--- config.mk ---
export PLATFORM = sky130hd
export DESIGN_NAME = mistral_mlab
export DESIGN_NICKNAME = d
export VERILOG_FILES = /design/src/rtl/mistral_pkg.sv /design/src/rtl/mistral_mlab_oreg.sv /design/src/rtl/mistral_mlab.sv
export SDC_FILE = /design/constraint.sdc
export NUM_CORES = 1
export LEC_CHECK = 0
export BUFFER_PORTS_ARGS = -buffer_cell sky130_fd_sc_hd__clkbuf_2
export CORE_ASPECT_RATIO = 0.8
export CORE_MARGIN = 4
export CORE_UTILIZATION = 36
export CTS_CLUSTER_DIAMETER = 60
export DETAILED_ROUTE_END_ITERATION = 10
export GPL_ROUTABILITY_DRIVEN = 0
export PLACE_DENSITY_LB_ADDON = 0.12
export SYNTH_ARGS = -nofsm -noshare
export SYNTH_HDL_FRONTEND = slang
export SYNTH_SLANG_ARGS = --single-unit
--- constraint.sdc ---
create_clock -name CLK -period 2.1 [get_ports CLK]
set_input_delay 0.105 -clock CLK [delete_from_list [all_inputs] [get_ports CLK]]
set_output_delay 0.105 -clock CLK [all_outputs]
set_load 0.005 [all_outputs]
--- src/rtl/mistral_pkg.sv ---
// Shared MLAB constants and a helper that extracts one initial word from a flat INIT vector.
package mistral_pkg;

  localparam int MLAB_ABITS     = 5;
  localparam int MLAB_DBITS     = 20;
  localparam int MLAB_MAX_DBITS = 64;
  localparam int MLAB_INIT_MAXW = MLAB_MAX_DBITS * 256;

  // Word i of an INIT vector laid out as word i = init[i*dbits +: dbits]; bits above dbits read 0.
  function automatic logic [MLAB_MAX_DBITS-1:0] mlab_init_word(
    input logic [MLAB_INIT_MAXW-1:0] init,
    input int                        i,
    input int                        dbits
  );
    logic [MLAB_MAX_DBITS-1:0] w;
    w = '0;
    for (int b = 0; b < MLAB_MAX_DBITS; b++) begin
      if (b < dbits && (i * dbits + b) < MLAB_INIT_MAXW) w[b] = init[i*dbits+b];
    end
    return w;
  endfunction

endpackage

--- src/rtl/mistral_mlab_oreg.sv ---
// Read-data output register: async active-high clear, clock-enabled load.
module mistral_mlab_oreg
  import mistral_pkg::*;
#(
  parameter int DBITS = MLAB_DBITS
) (
  input  logic             CLK,
  input  logic             ARST,
  input  logic             CE,
  input  logic [DBITS-1:0] D,
  output logic [DBITS-1:0] Q
);

  logic [DBITS-1:0] q_q;
  logic [DBITS-1:0] q_d;

  always_comb begin
    q_d = q_q;
    if (CE) q_d = D;
  end

  always_ff @(posedge CLK or posedge ARST) begin
    if (ARST) q_q <= '0;
    else      q_q <= q_d;
  end

  assign Q = q_q;

endmodule

--- src/rtl/mistral_mlab.sv ---
// Simple dual-port MLAB: one sync write port, one async read port with optional output register.
// Define MISTRAL_MLAB_OUTREG_EN to register B1DATA (one-cycle latency, ARST clears it).
module mistral_mlab
  import mistral_pkg::*;
#(
  parameter int                             ABITS = MLAB_ABITS,
  parameter int                             DBITS = MLAB_DBITS,
  parameter logic [(2**ABITS)*DBITS-1:0]    INIT  = '0
) (
  input  logic             CLK,
  input  logic             ARST,
  input  logic             CE,
  input  logic [ABITS-1:0] A1ADDR,
  input  logic [DBITS-1:0] A1DATA,
  input  logic             A1EN,
  input  logic [ABITS-1:0] B1ADDR,
  output logic [DBITS-1:0] B1DATA
);

  localparam int DEPTH = 2 ** ABITS;

  // Packed layout makes word i land exactly on INIT[i*DBITS +: DBITS]; no reset, ARST never touches it.
  logic [DEPTH-1:0][DBITS-1:0] mem_q = INIT;
  logic [DBITS-1:0]            rd_word;

  always_ff @(posedge CLK) begin
    if (CE && A1EN) mem_q[A1ADDR] <= A1DATA;
  end

  assign rd_word = mem_q[B1ADDR];

`ifdef MISTRAL_MLAB_OUTREG_EN
  mistral_mlab_oreg #(
    .DBITS (DBITS)
  ) u_oreg (
    .CLK  (CLK),
    .ARST (ARST),
    .CE   (CE),
    .D    (rd_word),
    .Q    (B1DATA)
  );
`else
  logic unused_arst;
  assign unused_arst = ARST;
  assign B1DATA      = rd_word;
`endif

endmodule

==> summary.log, run 1 <==
qor: run_status.outcome finished, final reports clean
qor: logic_synthesis.synth_cells 1,396
qor: worst_setup_path.endpoint_kind output pin
qor: sta.worst_slew_margin_rel 50.0%
qor: sta.worst_pin_slew 750 ps
qor: pwr.power.clock.fraction 41.4%
qor: logic_synthesis.post_synth_instance_area 25,100 sq um
qor: route.drt_iter0_drc 926
qor: route.vias_per_cell 5.19
qor: sta.period_share 99.8%
qor: cells_and_area.largest_register mem_q
qor: global_routing.gr-usage-all-layers 17.4%
qor: global_routing.grt_max_degree 53
qor: global_routing.grt_first_pass_wirelength 92,900 microns
qor: pwr.power.combinational.fraction 6.0%
qor: cells_and_area.layout.cells.most_common edfxtp_1
qor: worst_setup_path.worstPathMaxFanout 1
qor: logic_synthesis.post_synth.cell_area_avg 18.0 sq um
qor: floorplan.rows 86
qor: cts.clk_pin_slew_worst_paths 60 ps
qor: placed_design.io_buffers 52
qor: placed_design.hpwl 38,700 microns
qor: pwr.leakagePower 10.3 nW
qor: flow_run.max_cap_viol_count 0
qor: floorplan.fp.dieH 244 microns
qor: cts.cts_hold_buffers 0
qor: cells_and_area.final_layout_size_suffix_gt1_share 20.5%
qor: cells_and_area.largest_registers mem_q x640
qor: worst_setup_path.crit_arrival 1990 ps
qor: pwr.power.total 26.9 mW
qor: cells_and_area.final_cell_mix edfxtp_1, mux2i_1, a22oi_1
qor: logic_synthesis.syn-num-nets 1,430
qor: pwr.vdd_drop_max 0.000554 V
qor: cts.tritoncts built
qor: route.drt.antenna.violating_nets 0
qor: cts.numCtsBuffers 66
qor: route.drc 0
qor: cts.htreeDepth 3
qor: worst_setup_path.crit_path_max_incr_delay 340 ps
qor: pwr.power.switching 5.76 mW
qor: worst_setup_path.critical_path_required 2000 ps
qor: sta.final-max-slew-violation-count 0
qor: sta.setup_violations 0
qor: sta.final.setup.tns 0 ps
qor: logic_synthesis.synth.largest_area_cell edfxtp_1
qor: route.drt-total-wl 64,400 microns
qor: logic_synthesis.fraction_of_post_synthesis_cell_area_in_the_top_cell_type_by_area 76.4%
qor: logic_synthesis.synth_sequential_area_ratio 76.4%
qor: sta.hold_violations 0
qor: pwr.p_int 21.2 mW
qor: logic_synthesis.ys_seq_elements 640
qor: global_routing.antenna_found_initial 6
qor: cts.clock-root-buffer clkbuf_16
qor: cells_and_area.flow.area_growth_from_synthesis 18.8%
qor: pwr.switching_share 21.4%
qor: cts.total_setup_buffers_inserted_after_cts 0
qor: floorplan.area_of_the_die 74,200 sq um
qor: sta.worst_slack 4.99 ps
qor: pwr.pwr-share-seq 52.6%
qor: global_routing.grt_pass1_vias 13.0k
qor: sta.finalCriticalPeriod 2100 ps
qor: cells_and_area.finish.net_count 1,576
qor: logic_synthesis.synthTopCellsByArea edfxtp_1, mux2i_1, a22oi_1
qor: pwr.pwr_per_cell_area 901 nW/um^2
qor: floorplan.chipWidth 303 microns
qor: logic_synthesis.yosysUniqueCellTypes 27
qor: sta.achievable-frequency 477 MHz
qor: cts.cts_sinks 640
qor: route.1st_pass_router_iterations 5
qor: logic_synthesis.synth-warning-count 0
qor: global_routing.aggregate_global_routing_overflow 0
qor: worst_setup_path.crit_chain mux2i_1 > a22o_1 > nor3_1 > a31oi_2 > nand3_4 > clkbuf_2
qor: cells_and_area.max_reg_flops 640
qor: route.routedWlPerCell 25.6 microns
qor: floorplan.initial_core_util 36.4%
qor: cts.number_of_buffers_on_the_longest_clock_path 3
qor: floorplan.ios 54
qor: worst_setup_path.cp_slowest_cell nor3_1
qor: route.dr_total_vias 13.1k
qor: worst_setup_path.setup.worst_path.start_class flip-flop
qor: worst_hold_path.hold_class in -> reg
qor: floorplan.core_area 69,100 sq um
qor: worst_setup_path.critPathKind reg -> out
qor: placed_design.dp_worst_setup_slack -0.548 ps
qor: sta.rsz0062_at_grt yes
-- worst paths after layout --
check,from,endpoint,slack (ps),cells after the start
setup / recovery,mem_q[44]$_DFFE_PP_,B1DATA[4],5,6
hold / removal,A1DATA[1],mem_q[201]$_DFFE_PP_,150,1
-- cell type report --
class	instances	area, sq um
clock buffers	90	1810
well taps	924	1160
fillers	6139	39200
repair buffers	160	1690
multi-input cells	674	5770
diodes	2	5.00
flip-flops and latches	640	19200
clock inverters	28	214
-- layer usage --
layer | global-route usage, % | wire, microns | up-vias
met5 | 0 | 34 | -
met2 | 26.2 | 28800 | 278
met3 | 4.03 | 3640 | 87
met1 | 25.5 | 30700 | 6790
met4 | 4.26 | 1220 | 6
li1 | - | - | 5913
-- critical path: cells and delay by family (launching register included) --
kind	cells	cell delay, ps
compound gates	2	350
buf+inv	1	140
flops	1	330
mux	1	70
simple gates	2	510
-- synth_stat cells --
cell type  number
nand3_1        41
a31oi_1        20
a22o_1         40
or3_1           2
and2_1          1
buf_4          15
edfxtp_1      640
buf_2          22
a22oi_1        80
or3b_2          2
nor3_1         20
a21oi_1        40
nand4b_1        1
clkbuf_4        1
nor2_1         34
nor2_2          1
nand3b_1        3
nand2_1        43
buf_6          10
clkbuf_1       24
or2_2           1
mux2i_1       320
buf_8           4
nand2b_1        2
nor2b_1         2
buf_12          6
nand4_1        21
-- power by group through the flow --
| stage | registers [mW] | clock network, mW | logic (mW) |
|---|---|---|---|
| finish | 14.2 | 11.1 | 1.61 |
| global route | 14.2 | 12.0 | 1.74 |
| CTS | 14.2 | 11.4 | 1.61 |
| detailed placement | 14.4 | 0 | 1.54 |
| global placement | 14.4 | 0 | 1.52 |
| floorplan | 14.4 | 0 | 0.779 |
-- metrics by stage --
| step | utilization (%) | area, sq um | instances | hold WS (ps) |
|---|---|---|---|---|
| CTS | 43.0 | 29700 | 2516 | 137 |
| finish | 43.2 | 29900 | 2518 | 146 |
| detailed placement | 39.7 | 27400 | 2400 | 783 |
| global route | 43.2 | 29900 | 2516 | 173 |
| floorplan | - | 25100 | 1396 | 204 |
| global placement | 39.7 | 27400 | 2400 | 756 |
-- cells by family after synthesis --
| logic type | Yosys count | synth area share (%) |
|---|---|---|
| flops | 640 | 76.4 |
| compound gates | 180 | 5.08 |
| buf+inv | 82 | 2.44 |
| mux | 320 | 12.7 |
| simple gates | 174 | 3.30 |
-- repair_timing --
action                                 CTS  global route
gates resized for setup                 49            26
pin swaps                               16            20
cloned                                   0             0
setup endpoints to repair               16            18
endpoints found under the hold margin    0             0
No activity file was read; power rests on OpenSTA's default activity.
==> run 2, diff against run 1 <==
--- a/config.mk
+++ b/config.mk
@@ -7,12 +7,11 @@
 export LEC_CHECK = 0
 export BUFFER_PORTS_ARGS = -buffer_cell sky130_fd_sc_hd__clkbuf_2
 export CORE_ASPECT_RATIO = 0.8
-export CORE_MARGIN = 4
 export CORE_UTILIZATION = 36
 export CTS_CLUSTER_DIAMETER = 60
 export DETAILED_ROUTE_END_ITERATION = 10
 export GPL_ROUTABILITY_DRIVEN = 0
-export PLACE_DENSITY_LB_ADDON = 0.12
+export PLACE_DENSITY = 0.53
 export SYNTH_ARGS = -nofsm -noshare
 export SYNTH_HDL_FRONTEND = slang
 export SYNTH_SLANG_ARGS = --single-unit
==> run 2 against run 1 <==
Compared with the run above:
- the run now ends with negative setup slack left
- setup slack worse by 8.2 ps
- hold slack worse by 32 ps
- combinational power is 5% lower
- via count is 2.5% lower
- non-clock buffer count is 10 lower
- total power is 0.83% lower
- clock-buffer cell count is 16 lower
- final cell count is 0.64% lower
- global-route usage is 0.86 points lower
- sequential power hardly changed
- critical path type unchanged
- largest cell class unchanged
==> summary.log, run 2 (synthesis gave the netlist of run 1 again) <==
qor: worst_setup_path.crit_path_buf_inv_count 1 [unchanged]
qor: worst_setup_path.critical_path_required 2000 ps [about the same]
qor: pwr.pwr_per_cell_area 901 nW/um^2 [about the same]
qor: placed_design.place_inst 2,391 [was 2,400]
qor: route.topmost_layer_with_routed_signal_wires met4 [was met5]
qor: worst_setup_path.crit_arrival 2000 ps [was 1990 ps]
qor: sta.achievable-frequency 475 MHz [was 477 MHz]
qor: floorplan.area_of_the_die 70,900 sq um [was 74,200 sq um]
qor: route.routedWlPerCell 23.5 microns [was 25.6 microns]
qor: cells_and_area.finish.net_count 1,561 [was 1,576]
qor: worst_setup_path.critPathKind reg -> out [unchanged]
qor: run_status.violated_checks negative setup slack
qor: route.drt.antenna.violating_nets 0 [unchanged]
qor: cells_and_area.flow.area_growth_from_synthesis 17.9% [was 18.8%]
qor: worst_setup_path.critPathLaunch mem_q[49]$_DFFE_PP_ [was mem_q[44]$_DFFE_PP_]
qor: route.drt-total-wl 58,800 microns [was 64,400 microns]
qor: cts.htreeDepth 2 [was 3]
qor: pwr.power.total 26.7 mW [was 26.9 mW]
qor: cells_and_area.fin_cells 2,502 [was 2,518]
qor: pwr.vdd_drop_max 0.000566 V [was 0.000554 V]
qor: floorplan.rows 86 [unchanged]
qor: sta.period_share 100% [was 99.8%]
qor: sta.rsz0062_at_grt yes [unchanged]
qor: route.dr_total_vias 12.7k [was 13.1k]
qor: cts.total_setup_buffers_inserted_after_cts 0 [unchanged]
qor: run_status.outcome finished with violations [was finished, final reports clean]
qor: floorplan.core_area 69,000 sq um [was 69,100 sq um]
qor: cells_and_area.max_reg_flops 640 [unchanged]
qor: floorplan.fp.dieH 238 microns [was 244 microns]
qor: worst_setup_path.setup.worst_path.start_class flip-flop [unchanged]
qor: floorplan.ios 54 [unchanged]
qor: global_routing.aggregate_global_routing_overflow 0 [unchanged]
qor: global_routing.gr-usage-all-layers 16.5% [was 17.4%]
qor: route.drc 0 [unchanged]
qor: sta.final-max-slew-violation-count 0 [unchanged]
qor: sta.final.setup.tns -3.49 ps [was 0 ps]
qor: cells_and_area.final_cell_mix edfxtp_1, mux2i_1, a22oi_1 [unchanged]
qor: cts.cts_sinks 640 [unchanged]
qor: flow_run.max_cap_viol_count 0 [unchanged]
qor: pwr.leakagePower 10.2 nW [was 10.3 nW]
qor: worst_hold_path.hold_path_startpoint A1DATA[16] [was A1DATA[1]]
qor: route.route.met3.wl 2330 microns [was 3640 microns]
qor: cts.number_of_buffers_on_the_longest_clock_path 3 [unchanged]
qor: sta.setup_violations 2 [was 0]
qor: cells_and_area.largest_register mem_q [unchanged]
qor: route.vias_per_cell 5.09 [was 5.19]
qor: placed_design.dp_worst_setup_slack 0.312 ps [was -0.548 ps]
qor: cells_and_area.final_layout_size_suffix_gt1_share 20.0% [was 20.5%]
qor: cts.numCtsBuffers 61 [was 66]
qor: global_routing.grt_max_degree 46 [was 53]
qor: floorplan.initial_core_util 36.5% [was 36.4%]
qor: worst_setup_path.crit_chain mux2i_1 > a22o_1 > nor3_1 > a31oi_1 > nand3_2 > clkbuf_2 [was mux2i_1 > a22o_1 > nor3_1 > a31oi_2 > nand3_4 > clkbuf_2]
qor: worst_setup_path.critical_path.top_delay_family compound AO/OA/AOI/OAI gates [was simple AND/OR/NAND/NOR gates]
qor: floorplan.chipWidth 297 microns [was 303 microns]
qor: placed_design.io_buffers 52 [unchanged]
qor: global_routing.grt_pass1_vias 12.8k [was 13.0k]
qor: sta.hold_violations 0 [unchanged]
qor: sta.finalCriticalPeriod 2100 ps [about the same]
qor: cells_and_area.largest_registers mem_q x640 [unchanged]
qor: sta.worst_slack -3.21 ps [was 4.99 ps]
qor: worst_setup_path.worstPathMaxFanout 1 [unchanged]
qor: sta.fin_worst_hold_slack 113 ps [was 146 ps]
qor: global_routing.grt_first_pass_wirelength 86,300 microns [was 92,900 microns]
qor: worst_setup_path.crit_path_max_incr_delay 370 ps [was 340 ps]
qor: cells_and_area.antennaDiodeCount 0 [was 2]
qor: worst_hold_path.hold_class in -> reg [unchanged]
qor: cells_and_area.layout.cells.most_common edfxtp_1 [unchanged]
qor: route.drt_iter0_drc 906 [was 926]
qor: sta.worst_pin_slew 717 ps [was 750 ps]
qor: cts.clock-root-buffer clkbuf_16 [unchanged]
qor: route.1st_pass_router_iterations 5 [unchanged]
qor: route.wl_met2 26,400 microns [was 28,800 microns]
qor: worst_setup_path.endpoint_kind output pin [unchanged]
qor: placed_design.hpwl 35,000 microns [was 38,700 microns]
qor: route.wl_met1 29,200 microns [was 30,700 microns]
qor: cts.clk_pin_slew_worst_paths 60 ps [about the same]
qor: worst_setup_path.cp_slowest_cell edfxtp_1 [was nor3_1]
qor: cts.cts_hold_buffers 0 [unchanged]
qor: global_routing.antenna_found_initial 2 [was 6]
qor: sta.worst_slew_margin_rel 52.2% [was 50.0%]
qor: cts.tritoncts built [unchanged]
[run 2: cell types whose count changed in the layout (fill, tap and decap cells not counted), sizes merged]
| cell | before | now |
|---|---|---|
| buf | 115 | 107 |
| bufinv | 3 | 7 |
| clkbuf | 135 | 117 |
| clkinv | 22 | 30 |
| clkinvlp | 1 | 0 |
| diode | 2 | 0 |
| inv | 2 | 3 |
[run 2: layout make-up]
cell class	count	area [sq um]
multi-input combinational	674	5700
sequential	640	19200
fill	6052	39300
tap	924	1160
clock inverter	40	368
timing repair buffer	150	1570
clock buffer	74	1620
[run 2: per-stage QoR]
step                utilization (%)  cell area (sq um)
floorplan                         -              25100
finish                         43.0              29600
global placement               39.6              27300
detailed placement             39.6              27300
CTS                            42.8              29600
global route                   43.0              29600
[run 2: repair_timing]
action / 4_1_cts / 5_1_grt
setup endpoints to repair: 18 / 18
gates cloned: 0 / 0
gates resized for setup: 44 / 22
pin swaps: 17 / 21
[run 2: final timing paths]
| kind | slack, ps | to | cells past startpoint |
|---|---|---|---|
| worst min-delay path | 110 | mem_q[176]$_DFFE_PP_ | 1 |
| worst max-delay path | -3 | B1DATA[9] | 6 |
[run 2: report_power, final]
group | switching [mW] | internal, mW
logic | 0.949 | 0.582
clock network | 4.69 | 6.31
registers | 0.0180 | 14.1
[run 2: metal layers]
layer  global-route usage, %  vias up
met5                       0        -
met1                    24.8     6570
met2                    25.3      244
met4                    3.72        0
met3                    2.49       64
li1                        -     5869
==> run 3, diff against run 2 <==
--- a/config.mk
+++ b/config.mk
@@ -7,11 +7,11 @@
 export LEC_CHECK = 0
 export BUFFER_PORTS_ARGS = -buffer_cell sky130_fd_sc_hd__clkbuf_2
 export CORE_ASPECT_RATIO = 0.8
-export CORE_UTILIZATION = 36
+export CORE_UTILIZATION = 35
 export CTS_CLUSTER_DIAMETER = 60
 export DETAILED_ROUTE_END_ITERATION = 10
 export GPL_ROUTABILITY_DRIVEN = 0
-export PLACE_DENSITY = 0.53
+export PLACE_DENSITY = 0.52
 export SYNTH_ARGS = -nofsm -noshare
 export SYNTH_HDL_FRONTEND = slang
 export SYNTH_SLANG_ARGS = --single-unit
==> constraint.sdc (replaced) <==
create_clock -name CLK -period 2.1 [get_ports CLK]
set_input_delay 0.21 -clock CLK [delete_from_list [all_inputs] [get_ports CLK]]
set_output_delay 0.21 -clock CLK [all_outputs]
set_load 0.005 [all_outputs]
==> run 3 against run 2 <==
Compared with the run above:
- the flow finishes with violations (design-rule violations, negative setup slack)
- non-clock buffer count increased by 22
- global-route usage is 0.35 points higher
- critical path depth is the same
- clock-buffer cell count down 3
- final cell count up 1.1%
- setup slack got worse by 40 ps
- maximum frequency down 1.9%
- hold slack gained 110 ps
- flip-flop and latch count stayed put
- critical path type unchanged
- largest power group unchanged
- highest routed layer is now met5
==> summary.log, run 3 (synthesis gave the netlist of run 1 again) <==
qor: run_status.outcome finished with violations [unchanged]
qor: run_status.violated_checks design-rule violations, negative setup slack [was negative setup slack]
qor: global_routing.grt_use_met3 2.72% [was 2.49%]
qor: cts.htreeDepth 2 [unchanged]
qor: worst_setup_path.cp_slowest_cell edfxtp_1 [unchanged]
qor: placed_design.place_inst 2,430 [was 2,391]
qor: worst_setup_path.crit_path_buf_inv_count 1 [unchanged]
qor: route.drt-total-wl 61,100 microns [was 58,800 microns]
qor: sta.period_share 102% [was 100%]
qor: global_routing.grt_pass1_vias 13.1k [was 12.8k]
qor: worst_setup_path.critPathLaunch mem_q[145]$_DFFE_PP_ [was mem_q[49]$_DFFE_PP_]
qor: cells_and_area.flow.area_growth_from_synthesis 18.3% [was 17.9%]
qor: cells_and_area.post_route_cell_area 29,800 sq um [was 29,600 sq um]
qor: sta.rsz0062_at_grt yes [unchanged]
qor: flow_run.max_cap_viol_count 0 [unchanged]
qor: sta.setup_violations 8 [was 2]
qor: pwr.leakagePower 10.3 nW [was 10.2 nW]
qor: global_routing.grtUsageMet2 26.1% [was 25.3%]
qor: sta.finalCriticalPeriod 2140 ps [was 2100 ps]
qor: cts.numCtsBuffers 60 [was 61]
qor: cts.cts_sinks 640 [unchanged]
qor: cts.clk_pin_slew_worst_paths 60 ps [about the same]
qor: floorplan.core_area 70,800 sq um [was 69,000 sq um]
qor: floorplan.ios 54 [unchanged]
qor: worst_hold_path.hold_class in -> reg [unchanged]
qor: route.routedWlPerCell 24.1 microns [was 23.5 microns]
qor: pwr.power.clock.fraction 38.8% [was 41.2%]
qor: global_routing.gr-usage-met1 24.8% [about the same]
qor: placed_design.io_buffers 52 [unchanged]
qor: worst_setup_path.critPathKind reg -> out [unchanged]
qor: pwr.pwr-share-seq 54.9% [was 53.1%]
qor: worst_setup_path.endpoint_kind output pin [unchanged]
qor: pwr.power.combinational.fraction 6.3% [was 5.7%]
qor: pwr.vdd_drop_max 0.000593 V [was 0.000566 V]
qor: cells_and_area.fin_cells 2,529 [was 2,502]
qor: worst_setup_path.critical_path.top_delay_family compound AO/OA/AOI/OAI gates [unchanged]
qor: pwr.p_int 20.2 mW [was 21.0 mW]
qor: worst_hold_path.hold_path_startpoint A1DATA[17] [was A1DATA[16]]
qor: cells_and_area.final_cell_mix edfxtp_1, mux2i_1, a22oi_1 [unchanged]
qor: sta.worst_slew_margin_rel 50.6% [was 52.2%]
qor: floorplan.fp.dieH 242 microns [was 238 microns]
qor: sta.final.setup.tns -166 ps [was -3.49 ps]
qor: cells_and_area.finish.net_count 1,582 [was 1,561]
qor: pwr.power.switching 5.56 mW [was 5.66 mW]
qor: cells_and_area.fill_cells 6,288 [was 6,052]
qor: sta.achievable-frequency 467 MHz [was 475 MHz]
qor: cells_and_area.max_reg_flops 640 [unchanged]
qor: cells_and_area.layout.cells.most_common edfxtp_1 [unchanged]
qor: sta.hold_violations 0 [unchanged]
qor: cells_and_area.largest_register mem_q [unchanged]
qor: pwr.switching_share 21.6% [was 21.2%]
qor: floorplan.rows 87 [was 86]
qor: worst_hold_path.min_to mem_q[517]$_DFFE_PP_ [was mem_q[176]$_DFFE_PP_]
qor: pwr.pwr_per_cell_area 867 nW/um^2 [was 901 nW/um^2]
qor: cells_and_area.final_layout_size_suffix_gt1_share 21.0% [was 20.0%]
qor: global_routing.grt_first_pass_wirelength 89,300 microns [was 86,300 microns]
qor: worst_setup_path.crit_path_max_incr_delay 370 ps [about the same]
qor: route.dr_total_vias 13.0k [was 12.7k]
qor: cts.cts_hold_buffers 0 [unchanged]
qor: cells_and_area.largest_registers mem_q x640 [unchanged]
qor: worst_setup_path.worstPathMaxFanout 1 [unchanged]
qor: route.drt.antenna.violating_nets 0 [unchanged]
qor: worst_setup_path.crit_arrival 1930 ps [was 2000 ps]
qor: global_routing.grt_most_used_layer met2 [unchanged]
qor: floorplan.area_of_the_die 72,900 sq um [was 70,900 sq um]
qor: route.1st_pass_router_iterations 9 [was 5]
qor: sta.worst_pin_slew 741 ps [was 717 ps]
qor: cts.number_of_buffers_on_the_longest_clock_path 3 [unchanged]
qor: sta.final-max-slew-violation-count 0 [unchanged]
qor: global_routing.grt_max_degree 50 [was 46]
qor: cells_and_area.layout.core_utilization 42.1% [was 43.0%]
qor: global_routing.antenna_found_initial 6 [was 2]
qor: sta.fin_worst_hold_slack 219 ps [was 113 ps]
qor: worst_setup_path.critical_path_required 1890 ps [was 2000 ps]
qor: cts.tritoncts built [unchanged]
qor: global_routing.gr-usage-all-layers 16.9% [was 16.5%]
qor: worst_setup_path.setup.worst_path.start_class flip-flop [unchanged]
qor: route.drc 12 [was 0]
qor: sta.worst_slack -43.1 ps [was -3.21 ps]
qor: route.vias_per_cell 5.15 [was 5.09]
qor: placed_design.hpwl 36,400 microns [was 35,000 microns]
qor: global_routing.aggregate_global_routing_overflow 0 [unchanged]
qor: placed_design.placed_cell_area 27,600 sq um [was 27,300 sq um]
qor: worst_setup_path.crit_chain mux2i_1 > a22o_1 > nor3_2 > a31oi_2 > nand3_2 > clkbuf_2 [was mux2i_1 > a22o_1 > nor3_1 > a31oi_1 > nand3_2 > clkbuf_2]
qor: worst_hold_path.hold-path-cell-count 1 [unchanged]
qor: route.drt_iter0_drc 879 [was 906]
qor: floorplan.chipWidth 302 microns [was 297 microns]
qor: cts.total_setup_buffers_inserted_after_cts 0 [unchanged]
qor: cts.clock-root-buffer clkbuf_16 [unchanged]
qor: floorplan.initial_core_util 35.5% [was 36.5%]
[run 3: layout make-up]
| type | instances | area [sq um] | area share (%) |
|---|---|---|---|
| flip-flops and latches | 640 | 19200 | 64.6 |
| multi-input cells | 674 | 5740 | 19.3 |
| repair buffers | 172 | 1850 | 6.21 |
| clock buffers | 71 | 1540 | 5.19 |
| well taps | 934 | 1170 | 3.93 |
| clock inverters | 37 | 234 | 0.786 |
| diodes | 1 | 2.50 | 0.00841 |
[run 3: worst max-delay path by stage]
| stage | to | slack, ps | cells past startpoint |
|---|---|---|---|
| 6_report | B1DATA[5] | -40 | 6 |
| 5_1_grt | B1DATA[5] | -150 | 6 |
| 4_1_cts | B1DATA[5] | -120 | 6 |
| 3_5_place_dp | B1DATA[5] | -30 | 8 |
| 3_3_place_gp | B1DATA[5] | -50 | 8 |
| 2_1_floorplan | mem_q[240]$_DFFE_PP_ | 70 | 3 |
[run 3: metrics by stage]
step | worst slack [ps] | power, mW
2_1_floorplan | 72.3 | 15.2
3_3_place_gp | -54.9 | 15.9
3_5_place_dp | -32.6 | 16.0
4_1_cts | -119 | 26.0
5_1_grt | -154 | 26.7
6_report | -43.1 | 25.8
[run 3: routing by layer]
layer  vias to the layer above  share of wire, %
met5                         -             0.057
met1                      6790                48
met3                        69               4.6
li1                       5915                 -
met2                       247                46
met4                         6               1.5
[run 3: power groups by stage]
| stage | Clock, mW | Combinational [mW] | Sequential, mW |
|---|---|---|---|
| 2_1_floorplan | 0 | 0.779 | 14.4 |
| 3_3_place_gp | 0 | 1.51 | 14.4 |
| 3_5_place_dp | 0 | 1.53 | 14.4 |
| 4_1_cts | 10.2 | 1.62 | 14.2 |
| 5_1_grt | 10.7 | 1.74 | 14.2 |
| 6_report | 10.0 | 1.63 | 14.2 |
[run 3: timing repair]
item	CTS	global route
gates cloned	0	0
endpoints found under the setup margin	20	20
resized for setup	61	20
pin swaps	38	27
